**config.mk**
```make
export PLATFORM = sky130hd
export DESIGN_NAME = id_stage_pipe_flat
export DESIGN_NICKNAME = d
export VERILOG_FILES = /design/src/rtl/lc3b_types.sv /design/src/rtl/id_stage_pipe_if.sv /design/src/rtl/id_scoreboard.sv /design/src/rtl/id_stage_pipe.sv /design/src/flat_wrapper.sv
export SDC_FILE = /design/constraint.sdc
export NUM_CORES = 1
export LEC_CHECK = 0
export CAP_MARGIN = 20
export CORE_MARGIN = 1.5
export CORE_UTILIZATION = 59
export DETAILED_ROUTE_END_ITERATION = 6
export PLACE_DENSITY_LB_ADDON = 0.25
export SLEW_MARGIN = 20
export SYNTH_ARGS = -nofsm -noshare
export SYNTH_HDL_FRONTEND = slang
export SYNTH_SLANG_ARGS = --single-unit
```
**constraint.sdc**
```tcl
create_clock -name clk -period 7.7 [get_ports clk]
set_input_delay 2.31 -clock clk [delete_from_list [all_inputs] [get_ports clk]]
set_output_delay 2.31 -clock clk [all_outputs]
set_load 0.005 [all_outputs]
```
**src/rtl/lc3b_types.sv**
```systemverilog
// Shared LC-3b pipeline types: offset selector encoding and decode defaults.
package lc3b_types;

   typedef enum logic [1:0] {
      OFF6      = 2'd0,
      OFF9      = 2'd1,
      OFF11     = 2'd2,
      OFF6_BYTE = 2'd3
   } id_off_sel_t;

   localparam int unsigned TRAP_REG_DEFAULT = 7;
   localparam int unsigned WIDTH_DEFAULT    = 16;
   localparam int unsigned NREGS_DEFAULT    = 8;
   localparam int unsigned PEND_W_DEFAULT   = 2;

endpackage

```
**src/rtl/id_stage_pipe_if.sv**
```systemverilog
// Decode-stage bus: IF/ID input handshake, ID/EX slot, flush and writeback port.
interface id_stage_pipe_if #(
   parameter int unsigned WIDTH = 16,
   parameter int unsigned RW    = 3
);
   logic             in_valid;
   logic             in_ready;
   logic [RW-1:0]    in_sr1;
   logic [RW-1:0]    in_sr2;
   logic [RW-1:0]    in_dest;
   logic             in_sr1_used;
   logic             in_imm_sel;
   logic [4:0]       in_imm5;
   logic [10:0]      in_offset;
   logic [1:0]       in_off_sel;
   logic             in_trap;
   logic             in_writes;

   logic             out_valid;
   logic             out_ready;
   logic [WIDTH-1:0] out_src1;
   logic [WIDTH-1:0] out_src2;
   logic [WIDTH-1:0] out_offset;
   logic [RW-1:0]    out_dest;
   logic             out_writes;

   logic             flush;

   logic             wb_valid;
   logic             wb_load;
   logic [RW-1:0]    wb_dest;
   logic [WIDTH-1:0] wb_data;

   // Upstream/downstream/writeback side of the decode stage.
   modport master (
      output in_valid, in_sr1, in_sr2, in_dest, in_sr1_used, in_imm_sel,
             in_imm5, in_offset, in_off_sel, in_trap, in_writes,
             out_ready, flush, wb_valid, wb_load, wb_dest, wb_data,
      input  in_ready, out_valid, out_src1, out_src2, out_offset, out_dest,
             out_writes
   );

   // The decode stage itself.
   modport slave (
      input  in_valid, in_sr1, in_sr2, in_dest, in_sr1_used, in_imm_sel,
             in_imm5, in_offset, in_off_sel, in_trap, in_writes,
             out_ready, flush, wb_valid, wb_load, wb_dest, wb_data,
      output in_ready, out_valid, out_src1, out_src2, out_offset, out_dest,
             out_writes
   );

endinterface

```
**src/rtl/id_scoreboard.sv**
```systemverilog
// Per-register pending-write counters and the RAW / saturation hazard they imply.
module id_scoreboard #(
   parameter  int unsigned NREGS  = 8,
   parameter  int unsigned PEND_W = 2,
   localparam int unsigned RW     = $clog2(NREGS)
) (
   input  logic          clk,
   input  logic          reset,
   input  logic          inc,
   input  logic [RW-1:0] inc_idx,
   input  logic          dec_a,
   input  logic [RW-1:0] dec_a_idx,
   input  logic          dec_b,
   input  logic [RW-1:0] dec_b_idx,
   input  logic [RW-1:0] sr1,
   input  logic          sr1_used,
   input  logic [RW-1:0] sr2,
   input  logic          sr2_used,
   input  logic [RW-1:0] dest,
   input  logic          dest_used,
   input  logic          byp_valid,
   input  logic [RW-1:0] byp_idx,
   output logic          hazard_c
);

   localparam logic [PEND_W-1:0] PEND_MAX = '1;
   localparam logic [PEND_W-1:0] PEND_ONE = PEND_W'(1);

   logic [PEND_W-1:0] pend_q [NREGS];
   logic [PEND_W-1:0] pend_d [NREGS];
   logic [PEND_W:0]   up_c   [NREGS];
   logic [PEND_W:0]   dn_c   [NREGS];
   logic              unf_c  [NREGS];

   logic [PEND_W-1:0] p1_c, p2_c;
   logic              blk1_c, blk2_c, sat_c;

   // Net counter update: one possible increment, up to two decrements.
   always_comb begin
      for (int r = 0; r < NREGS; r++) begin
         up_c[r]   = {1'b0, pend_q[r]} + (PEND_W+1)'(inc && (inc_idx == RW'(r)));
         dn_c[r]   = (PEND_W+1)'(dec_a && (dec_a_idx == RW'(r)))
                   + (PEND_W+1)'(dec_b && (dec_b_idx == RW'(r)));
         unf_c[r]  = dn_c[r] > up_c[r];
         pend_d[r] = PEND_W'(up_c[r] - dn_c[r]);
      end
   end

   // Counter registers, plus a check that no retire/cancel outruns its issue.
   always_ff @(posedge clk) begin
      if (reset) begin
         for (int r = 0; r < NREGS; r++) pend_q[r] <= '0;
      end else begin
         for (int r = 0; r < NREGS; r++) begin
            assert (!unf_c[r]) else $error("scoreboard underflow on r%0d", r);
            pend_q[r] <= pend_d[r];
         end
      end
   end

   // A pending source blocks unless its single outstanding write lands this cycle.
   always_comb begin
      p1_c     = pend_q[sr1];
      p2_c     = pend_q[sr2];
      blk1_c   = sr1_used && ((p1_c > PEND_ONE) ||
                 ((p1_c == PEND_ONE) && !(byp_valid && (byp_idx == sr1))));
      blk2_c   = sr2_used && ((p2_c > PEND_ONE) ||
                 ((p2_c == PEND_ONE) && !(byp_valid && (byp_idx == sr2))));
      // Destination check only matters for writers: it guards counter overflow.
      sat_c    = dest_used && (pend_q[dest] == PEND_MAX);
      hazard_c = blk1_c || blk2_c || sat_c;
   end

endmodule

```
**src/rtl/id_stage_pipe.sv**
```systemverilog
// LC-3b decode stage: bypassed regfile, scoreboard stalls, offset/imm generation, ID/EX slot.
module id_stage_pipe
   import lc3b_types::*;
#(
   parameter int unsigned WIDTH    = WIDTH_DEFAULT,
   parameter int unsigned NREGS    = NREGS_DEFAULT,
   parameter int unsigned TRAP_REG = TRAP_REG_DEFAULT,
   parameter int unsigned PEND_W   = PEND_W_DEFAULT
) (
   input logic          clk,
   input logic          reset,
   id_stage_pipe_if.slave bus
);

   localparam int unsigned RW = $clog2(NREGS);

   logic [WIDTH-1:0] rf_q [NREGS];
   logic [WIDTH-1:0] rf_d [NREGS];

   logic             out_valid_q,  out_valid_d;
   logic             out_writes_q, out_writes_d;
   logic [WIDTH-1:0] out_src1_q,   out_src1_d;
   logic [WIDTH-1:0] out_src2_q,   out_src2_d;
   logic [WIDTH-1:0] out_offset_q, out_offset_d;
   logic [RW-1:0]    out_dest_q,   out_dest_d;

   logic             wb_wr_c;
   logic             hazard_c;
   logic             in_ready_c;
   logic             issue_c;
   logic             flush_kill_c;
   logic [RW-1:0]    dest_c;
   logic [WIDTH-1:0] src1_c, src2_c, offset_c;
   logic [WIDTH-1:0] imm_sx_c, off6_sx_c, off9_sx_c, off11_sx_c;
   id_off_sel_t      off_sel_c;

   assign wb_wr_c = bus.wb_valid && bus.wb_load;

   // Regfile write from the writeback stage.
   always_comb begin
      rf_d = rf_q;
      if (wb_wr_c) rf_d[bus.wb_dest] = bus.wb_data;
   end

   // Regfile storage.
   always_ff @(posedge clk) begin
      if (reset) begin
         for (int r = 0; r < NREGS; r++) rf_q[r] <= '0;
      end else begin
         rf_q <= rf_d;
      end
   end

   // Operand read with same-cycle writeback bypass, plus immediate/offset sign extension.
   always_comb begin
      imm_sx_c   = {{(WIDTH-5){bus.in_imm5[4]}},    bus.in_imm5};
      off6_sx_c  = {{(WIDTH-6){bus.in_offset[5]}},  bus.in_offset[5:0]};
      off9_sx_c  = {{(WIDTH-9){bus.in_offset[8]}},  bus.in_offset[8:0]};
      off11_sx_c = {{(WIDTH-11){bus.in_offset[10]}}, bus.in_offset[10:0]};

      src1_c = (wb_wr_c && (bus.wb_dest == bus.in_sr1)) ? bus.wb_data : rf_q[bus.in_sr1];
      if (bus.in_imm_sel)
         src2_c = imm_sx_c;
      else if (wb_wr_c && (bus.wb_dest == bus.in_sr2))
         src2_c = bus.wb_data;
      else
         src2_c = rf_q[bus.in_sr2];

      off_sel_c = id_off_sel_t'(bus.in_off_sel);
      case (off_sel_c)
         OFF6:      offset_c = {off6_sx_c[WIDTH-2:0],  1'b0};
         OFF9:      offset_c = {off9_sx_c[WIDTH-2:0],  1'b0};
         OFF11:     offset_c = {off11_sx_c[WIDTH-2:0], 1'b0};
         OFF6_BYTE: offset_c = off6_sx_c;
         default:   offset_c = off6_sx_c;
      endcase

      dest_c = bus.in_trap ? RW'(TRAP_REG) : bus.in_dest;
   end

   id_scoreboard #(
      .NREGS  (NREGS),
      .PEND_W (PEND_W)
   ) u_scoreboard (
      .clk       (clk),
      .reset     (reset),
      .inc       (issue_c && bus.in_writes),
      .inc_idx   (dest_c),
      .dec_a     (bus.wb_valid),
      .dec_a_idx (bus.wb_dest),
      .dec_b     (flush_kill_c),
      .dec_b_idx (out_dest_q),
      .sr1       (bus.in_sr1),
      .sr1_used  (bus.in_sr1_used),
      .sr2       (bus.in_sr2),
      .sr2_used  (!bus.in_imm_sel),
      .dest      (dest_c),
      .dest_used (bus.in_writes),
      .byp_valid (wb_wr_c),
      .byp_idx   (bus.wb_dest),
      .hazard_c  (hazard_c)
   );

   // Handshake: accept when hazard-free, not flushing, and the slot is free or draining.
   always_comb begin
      in_ready_c   = !hazard_c && !bus.flush && (!out_valid_q || bus.out_ready);
      issue_c      = bus.in_valid && in_ready_c;
      flush_kill_c = bus.flush && out_valid_q && out_writes_q;
   end

   // ID/EX slot next state; flush wins over issue and drain.
   always_comb begin
      out_valid_d  = out_valid_q;
      out_writes_d = out_writes_q;
      out_src1_d   = out_src1_q;
      out_src2_d   = out_src2_q;
      out_offset_d = out_offset_q;
      out_dest_d   = out_dest_q;
      if (bus.flush) begin
         out_valid_d  = 1'b0;
         out_writes_d = 1'b0;
      end else if (issue_c) begin
         out_valid_d  = 1'b1;
         out_writes_d = bus.in_writes;
         out_src1_d   = src1_c;
         out_src2_d   = src2_c;
         out_offset_d = offset_c;
         out_dest_d   = dest_c;
      end else if (bus.out_ready) begin
         out_valid_d  = 1'b0;
      end
   end

   // ID/EX slot registers.
   always_ff @(posedge clk) begin
      if (reset) begin
         out_valid_q  <= 1'b0;
         out_writes_q <= 1'b0;
         out_src1_q   <= '0;
         out_src2_q   <= '0;
         out_offset_q <= '0;
         out_dest_q   <= '0;
      end else begin
         out_valid_q  <= out_valid_d;
         out_writes_q <= out_writes_d;
         out_src1_q   <= out_src1_d;
         out_src2_q   <= out_src2_d;
         out_offset_q <= out_offset_d;
         out_dest_q   <= out_dest_d;
      end
   end

   assign bus.in_ready   = in_ready_c;
   assign bus.out_valid  = out_valid_q;
   assign bus.out_writes = out_writes_q;
   assign bus.out_src1   = out_src1_q;
   assign bus.out_src2   = out_src2_q;
   assign bus.out_offset = out_offset_q;
   assign bus.out_dest   = out_dest_q;

endmodule

```
**src/flat_wrapper.sv**
```systemverilog
// flat-port wrapper written by rule: the top's interface ports become plain ports
module id_stage_pipe_flat import lc3b_types::*;
#(
   parameter int unsigned WIDTH    = WIDTH_DEFAULT,
   parameter int unsigned NREGS    = NREGS_DEFAULT,
   parameter int unsigned TRAP_REG = TRAP_REG_DEFAULT,
   parameter int unsigned PEND_W   = PEND_W_DEFAULT
)
  (clk, reset, bus_in_valid, bus_in_sr1, bus_in_sr2, bus_in_dest, bus_in_sr1_used, bus_in_imm_sel, bus_in_imm5, bus_in_offset, bus_in_off_sel, bus_in_trap, bus_in_writes, bus_out_ready, bus_flush, bus_wb_valid, bus_wb_load, bus_wb_dest, bus_wb_data, bus_in_ready, bus_out_valid, bus_out_src1, bus_out_src2, bus_out_offset, bus_out_dest, bus_out_writes);
  id_stage_pipe_if #(.WIDTH(WIDTH), .RW(3)) bus_i ();
  input logic clk;
  input logic reset;
  input wire logic [$bits(bus_i.in_valid)-1:0] bus_in_valid;
  input wire logic [$bits(bus_i.in_sr1)-1:0] bus_in_sr1;
  input wire logic [$bits(bus_i.in_sr2)-1:0] bus_in_sr2;
  input wire logic [$bits(bus_i.in_dest)-1:0] bus_in_dest;
  input wire logic [$bits(bus_i.in_sr1_used)-1:0] bus_in_sr1_used;
  input wire logic [$bits(bus_i.in_imm_sel)-1:0] bus_in_imm_sel;
  input wire logic [$bits(bus_i.in_imm5)-1:0] bus_in_imm5;
  input wire logic [$bits(bus_i.in_offset)-1:0] bus_in_offset;
  input wire logic [$bits(bus_i.in_off_sel)-1:0] bus_in_off_sel;
  input wire logic [$bits(bus_i.in_trap)-1:0] bus_in_trap;
  input wire logic [$bits(bus_i.in_writes)-1:0] bus_in_writes;
  input wire logic [$bits(bus_i.out_ready)-1:0] bus_out_ready;
  input wire logic [$bits(bus_i.flush)-1:0] bus_flush;
  input wire logic [$bits(bus_i.wb_valid)-1:0] bus_wb_valid;
  input wire logic [$bits(bus_i.wb_load)-1:0] bus_wb_load;
  input wire logic [$bits(bus_i.wb_dest)-1:0] bus_wb_dest;
  input wire logic [$bits(bus_i.wb_data)-1:0] bus_wb_data;
  output wire logic [$bits(bus_i.in_ready)-1:0] bus_in_ready;
  output wire logic [$bits(bus_i.out_valid)-1:0] bus_out_valid;
  output wire logic [$bits(bus_i.out_src1)-1:0] bus_out_src1;
  output wire logic [$bits(bus_i.out_src2)-1:0] bus_out_src2;
  output wire logic [$bits(bus_i.out_offset)-1:0] bus_out_offset;
  output wire logic [$bits(bus_i.out_dest)-1:0] bus_out_dest;
  output wire logic [$bits(bus_i.out_writes)-1:0] bus_out_writes;
  assign bus_i.in_valid = bus_in_valid;
  assign bus_i.in_sr1 = bus_in_sr1;
  assign bus_i.in_sr2 = bus_in_sr2;
  assign bus_i.in_dest = bus_in_dest;
  assign bus_i.in_sr1_used = bus_in_sr1_used;
  assign bus_i.in_imm_sel = bus_in_imm_sel;
  assign bus_i.in_imm5 = bus_in_imm5;
  assign bus_i.in_offset = bus_in_offset;
  assign bus_i.in_off_sel = bus_in_off_sel;
  assign bus_i.in_trap = bus_in_trap;
  assign bus_i.in_writes = bus_in_writes;
  assign bus_i.out_ready = bus_out_ready;
  assign bus_i.flush = bus_flush;
  assign bus_i.wb_valid = bus_wb_valid;
  assign bus_i.wb_load = bus_wb_load;
  assign bus_i.wb_dest = bus_wb_dest;
  assign bus_i.wb_data = bus_wb_data;
  assign bus_in_ready = bus_i.in_ready;
  assign bus_out_valid = bus_i.out_valid;
  assign bus_out_src1 = bus_i.out_src1;
  assign bus_out_src2 = bus_i.out_src2;
  assign bus_out_offset = bus_i.out_offset;
  assign bus_out_dest = bus_i.out_dest;
  assign bus_out_writes = bus_i.out_writes;
  id_stage_pipe #(.WIDTH(WIDTH), .NREGS(NREGS), .TRAP_REG(TRAP_REG), .PEND_W(PEND_W)) u_core (.clk(clk), .reset(reset), .bus(bus_i));
endmodule
```
Yosys cells after proc, flatten, opt, wreduce, memory -nomap -nowiden
Memory sizes are Yosys's and may differ from the RTL's.
Index checks and enable logic that the tools add are counted.

cells by class
  add/sub/neg operators = 24
  magnitude comparators = 6
  equality and inequality tests = 29
  mux-type cells = 27
  bitwise operators = 12
  reductions and logical operators = 57

operators with widths
  operator              count
  $bwmux W128           1
  $mux W16              8
  $bmux W16 S3          2
  $pmux W16 S4          1
  $demux W16 S3         1
  $logic_and A1 B1 Y1   39
  $eq A3 B3 Y1 const B  12
  $eq A3 B2 Y1 const B  6
  $add A1 B1 Y2         8
  $add A2 B1 Y2         8
  $mux W2               8
  $sub A2 B2 Y2         8
  $ge A4 B4 Y1 const B  3
  $not A3 Y4            3
  $eq A3 B1 Y1 const B  3
  $logic_not A3 Y1      3
  $or A1 B1 Y1          8
  $eq A2 B1 Y1 const B  3
  $eq A2 B2 Y1 const B  3
  $eq A3 B3 Y1          2
  $logic_not A1 Y1      6
  $logic_or A1 B1 Y1    5
  $mux W1               5
  $gt A2 B1 Y1 const B  2
  other kinds (7)       7

storage, ports and cells
  bits in registers = 181
  memory bits (writable) = 16
  input port bits = 57
  output and inout port bits = 54
  logic and storage cells = 170
  memories kept = 1

memory list
  memory                      words  width  read ports  clocked after memory_dff  write ports  RTL line             source
  u_core.u_scoreboard.pend_q  8      2      11          0                         8            id_scoreboard.sv:29  logic [PEND_W-1:0] pend_q [NREGS];

Longest topological paths before layout
  depth after elaboration = 17
  mapped depth = 15
  mapped depth without buffers = 12

Hierarchy
A second synthesis with hierarchy kept.

unflattened totals
  cell total of the unflattened synthesis = 1,116
  area total of the unflattened synthesis = 10,167.3 µm²

modules (own cells, without submodules)
  module         times used  cells an instance  area each (µm²)  sequential area each (µm²)
  id_stage_pipe  1           957                8,712.1          3,543.4
  id_scoreboard  1           159                1,455.1          320.3

Worst setup path before layout
Ideal clock, no wire load.

  path kind = in2out
  start = input bus_wb_dest[2]
  end = output bus_in_ready
  arrival time = 3,898 ps
  data required time = 5,390 ps
  setup slack = 1,492 ps
  cell stages on the path = 7
  buffers on the path = 2
  cell sequence = clkbuf_1 xor2_1 or4_1 buf_2 a211oi_2 nor3_1 nor3_2

on the way
  cells in the longest elaborated chain, start to end = 11
  elaborated cells on any way between the ends = 17
  those cells by class = 2 x eq/ne; 15 x reduce/logical

RTL lines
  what                                    RTL line                                  source
  start, declared                         flat_wrapper.sv:28                        input wire logic [$bits(bus_i.wb_dest)-1:0] bus_wb_dest;
  $eq A3 B3 Y1 (on tied branches)         id_scoreboard.sv:66, id_scoreboard.sv:68
  $logic_and A1 B1 Y1 (on tied branches)  id_scoreboard.sv:66, id_scoreboard.sv:68
  $logic_not A1 Y1 (on tied branches)     id_scoreboard.sv:66, id_scoreboard.sv:68
  $logic_and A1 B1 Y1 (on tied branches)  id_scoreboard.sv:66, id_scoreboard.sv:68
  $logic_or A1 B1 Y1 (on tied branches)   id_scoreboard.sv:65, id_scoreboard.sv:67
  $logic_and A1 B1 Y1 (on tied branches)  id_scoreboard.sv:65, id_scoreboard.sv:67
  $logic_or A1 B1 Y1 (*) (2 in a row)     id_scoreboard.sv:71                       hazard_c = blk1_c || blk2_c || sat_c;
  $logic_not A1 Y1 (*)                    id_stage_pipe.sv:106                      in_ready_c = !hazard_c && !bus.flush && (!out_valid_q || bus.out_ready);
  $logic_and A1 B1 Y1 (*) (2 in a row)    id_stage_pipe.sv:106
  end, declared                           flat_wrapper.sv:30                        output wire logic [$bits(bus_i.in_ready)-1:0] bus_in_ready;

Mark *: on every way between the ends. The rest lies on a longest branch, timed or not.

Worst setup path after layout
  start = input bus_wb_dest[0]
  end = output bus_in_ready

The elaborated chain is that of the path after synthesis.

==> load_flow_metrics.sql <==
INSERT INTO impl_metrics (metric_group, metric, value, unit) VALUES
('run_status', 'status', 'completed', ''),
('cells_and_area', 'area_growth_syn_to_layout', '15.5', '%'),
('route', 'final_antenna_net_count', '0', ''),
('floorplan', 'die-area', '18500', 'µm²'),
('setup_path', 'cpLargestDelayFamily', 'buffers and inverters', ''),
('global_route', 'grt_overflow', '0', ''),
('route', 'routed_wirelength', '30200', 'µm'),
('synth', 'post_synth_and_or_nand_nor_area_fraction', '0.187', ''),
('timing', 'worst_pin_slew', '0.951', 'ns'),
('cells_and_area', 'final.fill_count', '1383', ''),
('setup_path', 'timing.critical_path.from_type', 'input pin', ''),
('place', 'dpl.hpwl', '20000', 'µm'),
('synth', 'synthesis.instances', '1196', ''),
('cts', 'clock_sink_count', '193', ''),
('global_route', 'antenna_violations_before_repair', '0', ''),
('synth', 'synth_xor_area_frac', '0.0193', ''),
('floorplan', 'fp-row-count', '48', ''),
('synth', 'ys_top_cells_by_area', 'sky130_fd_sc_hd__dfxtp_1 (37%), sky130_fd_sc_hd__mux4_2 (16%), sky130_fd_sc_hd__nand2_1 (10%)', ''),
('power', 'clock_power_share', '0.387', ''),
('synth', 'async_reset_ff_frac', '0', ''),
('timing', 'part_of_the_cycle_the_worst_path_needs', '0.944', ''),
('power', 'power.density_cell_area', '178', 'nW/µm²'),
('synth', 'synth_compound_gate_area_share', '0.173', ''),
('cts', 'cts_post_setup_buffers_inserted', '0', ''),
('floorplan', 'start_util', '0.603', ''),
('floorplan', 'boundaryPins', '111', ''),
('cts', 'clock_latency', '0.43', 'ns'),
('power', 'p_sw_frac', '0.270', ''),
('min_path', 'min-delay-path-class', 'reg2reg', ''),
('synth', 'postSynthRegisterBits', '193', ''),
('cts', 'tritoncts.num_buffers', '17', ''),
('cts', 'clk_pin_slew_worst_paths', '0.07', 'ns'),
('synth', 'cell_taking_the_most_area_after_synthesis', 'sky130_fd_sc_hd__dfxtp_1', ''),
('power', 'total_leakage_power', '4.06', 'nW'),
('synth', 'post_synth_mux_area_share', '0.171', ''),
('timing', 'finClkSkew', '0.00998', 'ns'),
('timing', 'hold_slack', '0.466', 'ns'),
('setup_path', 'timing.critical_path.to_type', 'output pin', ''),
('cells_and_area', 'post_route_cells_drive_above_1_share', '0.117', ''),
('synth', 'synth.avg_cell_area', '8.71', 'µm²'),
('floorplan', 'core_area', '17300', 'µm²'),
('timing', 'hold_viol_final', '0', ''),
('timing', 'rsz0062_at_grt', 'false', ''),
('cells_and_area', 'postLayoutCellArea', '12000', 'µm²'),
('cells_and_area', 'multi_input_comb_area', '6030', 'µm²'),
('synth', 'post_synthesis_sequential_area_ratio', '0.371', ''),
('floorplan', 'die-height', '136', 'µm'),
('timing', 'setup_tns', '0', 'ns'),
('route', 'dr_vias', '9504', ''),
('setup_path', 'path_common_cell', 'sky130_fd_sc_hd__clkdlybuf4s50_1', ''),
('cells_and_area', 'final_nets', '1302', ''),
('cts', 'tritoncts', 'yes', ''),
('route', 'vias_per_inst', '6.49', ''),
('timing', 'max-slew-margin-rel', '0.366', ''),
('synth', 'synth_top_cell_area_share', '0.371', ''),
('cts', 'htree_num_levels', '4', ''),
('cts', 'ctsRootBufferMaster', 'sky130_fd_sc_hd__clkbuf_16', ''),
('global_route', 'grt_start_max_net_pins', '107', ''),
('timing', 'setup_viol', '0', ''),
('route', 'post_drt_wl_per_cell', '20.6', 'µm'),
('synth', 'synth_cell_types', '53', ''),
('route', 'route.detailed.drc', '0', ''),
('flow_run', 'cap_viol_max_count', '0', ''),
('place', 'place_congestion', '0.866', ''),
('synth', 'net_count_of_the_mapped_netlist', '1269', ''),
('power', 'pwr-share-seq', '0.485', ''),
('timing', 'fmaxAchievable', '138', 'MHz'),
('setup_path', 'cp_num_buf_inv', '2', ''),
('timing', 'finalWorstPathRequiredPeriod', '7.27', 'ns'),
('cells_and_area', 'finalNonFillerCells', '1465', ''),
('setup_path', 'path_cells', 'clkdlybuf4s50_1 -> xor2_1 -> o41ai_1 -> a221oi_1 -> or3_1 -> nor3_2 -> clkdlybuf4s50_1', '');
## final cells by class
class	instances	area share
Sequential cell	193	0.321
Timing Repair Buffer	138	0.107
Inverter	10	0.00312
Tap cell	225	0.0234
Multi-Input combinational cell	869	0.501
Clock inverter	10	0.00655
Clock buffer	20	0.0379
## metrics by stage
step	setup WS, ns	total power, mW	utilization
3_5_place_dp	0.512	1.33	0.665
2_1_floorplan	1.49	1.23	-
5_1_grt	0.220	2.20	0.696
4_1_cts	0.474	2.14	0.696
3_3_place_gp	0.554	1.32	0.665
6_report	0.432	2.14	0.696
## kinds of logic after synthesis
kind of cell    count (synthesis)
compound gates                293
fa+ha+maj                      16
buf+inv                       134
flops                         193
simple gates                  449
xor+xnor                       23
mux                            88
## worst register-to-register path: stages (launching register included)
cell and delay (ns):
sky130_fd_sc_hd__dfxtp_1 0.38, sky130_fd_sc_hd__mux4_2 0.48, sky130_fd_sc_hd__o41ai_1 0.09, sky130_fd_sc_hd__a221oi_1 0.26
sky130_fd_sc_hd__or3_1 0.41, sky130_fd_sc_hd__nor3_2 0.15, sky130_fd_sc_hd__buf_4 0.17, sky130_fd_sc_hd__nand4_1 0.16
sky130_fd_sc_hd__fa_1 0.55, sky130_fd_sc_hd__inv_1 0.05, sky130_fd_sc_hd__ha_1 0.19, sky130_fd_sc_hd__xor2_1 0.16
sky130_fd_sc_hd__xnor2_1 0.14, sky130_fd_sc_hd__nor2_1 0.05
## worst paths after layout
| check | cells past startpoint | slack [ns] | end | start |
|---|---|---|---|---|
| hold reg to reg | 2 | 0.47 | u_core.bus.out_src2[3] | u_core.bus.out_src2[3] |
| setup / recovery | 7 | 0.43 | bus_in_ready | bus_wb_dest[0] |
| hold / removal | 2 | 0.47 | u_core.bus.out_src2[3] | u_core.bus.out_src2[3] |
| setup reg to reg | 13 | 4.33 | u_core.u_scoreboard.pend_q[6][1] | u_core.u_scoreboard.pend_q[1][0] |
## cells in the mapped netlist (2+ instances only)
| cell | count |
|---|---|
| sky130_fd_sc_hd__a211oi_1 | 23 |
| sky130_fd_sc_hd__a21oi_1 | 170 |
| sky130_fd_sc_hd__a311oi_1 | 5 |
| sky130_fd_sc_hd__a31oi_1 | 12 |
| sky130_fd_sc_hd__and2_1 | 3 |
| sky130_fd_sc_hd__and3_1 | 2 |
| sky130_fd_sc_hd__and4b_1 | 2 |
| sky130_fd_sc_hd__buf_1 | 4 |
| sky130_fd_sc_hd__buf_2 | 19 |
| sky130_fd_sc_hd__buf_4 | 6 |
| sky130_fd_sc_hd__buf_6 | 2 |
| sky130_fd_sc_hd__clkbuf_1 | 92 |
| sky130_fd_sc_hd__dfxtp_1 | 193 |
| sky130_fd_sc_hd__fa_1 | 8 |
| sky130_fd_sc_hd__ha_1 | 8 |
| sky130_fd_sc_hd__inv_1 | 10 |
| sky130_fd_sc_hd__mux2i_1 | 16 |
| sky130_fd_sc_hd__mux4_2 | 72 |
| sky130_fd_sc_hd__nand2_1 | 284 |
| sky130_fd_sc_hd__nand2b_1 | 6 |
| sky130_fd_sc_hd__nand3_1 | 14 |
| sky130_fd_sc_hd__nand4_1 | 23 |
| sky130_fd_sc_hd__nor2_1 | 60 |
| sky130_fd_sc_hd__nor2b_1 | 30 |
| sky130_fd_sc_hd__nor3_1 | 7 |
| sky130_fd_sc_hd__nor3b_1 | 2 |
| sky130_fd_sc_hd__nor4_1 | 3 |
| sky130_fd_sc_hd__nor4b_1 | 2 |
| sky130_fd_sc_hd__o21a_1 | 3 |
| sky130_fd_sc_hd__o311ai_0 | 6 |
| sky130_fd_sc_hd__o311ai_1 | 12 |
| sky130_fd_sc_hd__o31ai_1 | 52 |
| sky130_fd_sc_hd__o41ai_1 | 2 |
| sky130_fd_sc_hd__or2_1 | 2 |
| sky130_fd_sc_hd__or3_1 | 2 |
| sky130_fd_sc_hd__xnor2_1 | 11 |
| sky130_fd_sc_hd__xor2_1 | 12 |
## metal layers
metal | track usage | share of wire
met1 | 0.476 | 0.42
met5 | 0 | 0
met2 | 0.516 | 0.47
met4 | 0.0833 | 0.012
met3 | 0.0619 | 0.10
## sequential cells by signal, summed over array words and instances (netlist names)
signal / cells
u_core.bus.out_src1: 16
u_core.bus.out_offset: 12
u_core.rf_q: 128
u_core.u_scoreboard.pend_q: 16
u_core.bus.out_dest: 3
u_core.bus.out_src2: 16
u_core.bus.out_writes: 1
u_core.bus.out_valid: 1
## cell usage in the layout (no fill, tap or decap), types with 17 or more instances in the layout
cell / n
sky130_fd_sc_hd__nand2_1: 284
sky130_fd_sc_hd__buf_4: 28
sky130_fd_sc_hd__clkdlybuf4s50_1: 105
sky130_fd_sc_hd__clkbuf_16: 17
sky130_fd_sc_hd__nor2b_1: 30
sky130_fd_sc_hd__dfxtp_1: 193
sky130_fd_sc_hd__nor2_1: 60
sky130_fd_sc_hd__a211oi_1: 23
sky130_fd_sc_hd__mux4_2: 72
sky130_fd_sc_hd__a21oi_1: 170
sky130_fd_sc_hd__nand4_1: 23
sky130_fd_sc_hd__o31ai_1: 52
## power by group through the flow
stage | combinational, mW | clock, mW | sequential [mW]
3_5_place_dp | 0.268 | 0 | 1.06
2_1_floorplan | 0.173 | 0 | 1.06
6_report | 0.274 | 0.827 | 1.04
3_3_place_gp | 0.264 | 0 | 1.06
5_1_grt | 0.294 | 0.870 | 1.04
4_1_cts | 0.270 | 0.830 | 1.04
Power figures use the tool's default switching activity.
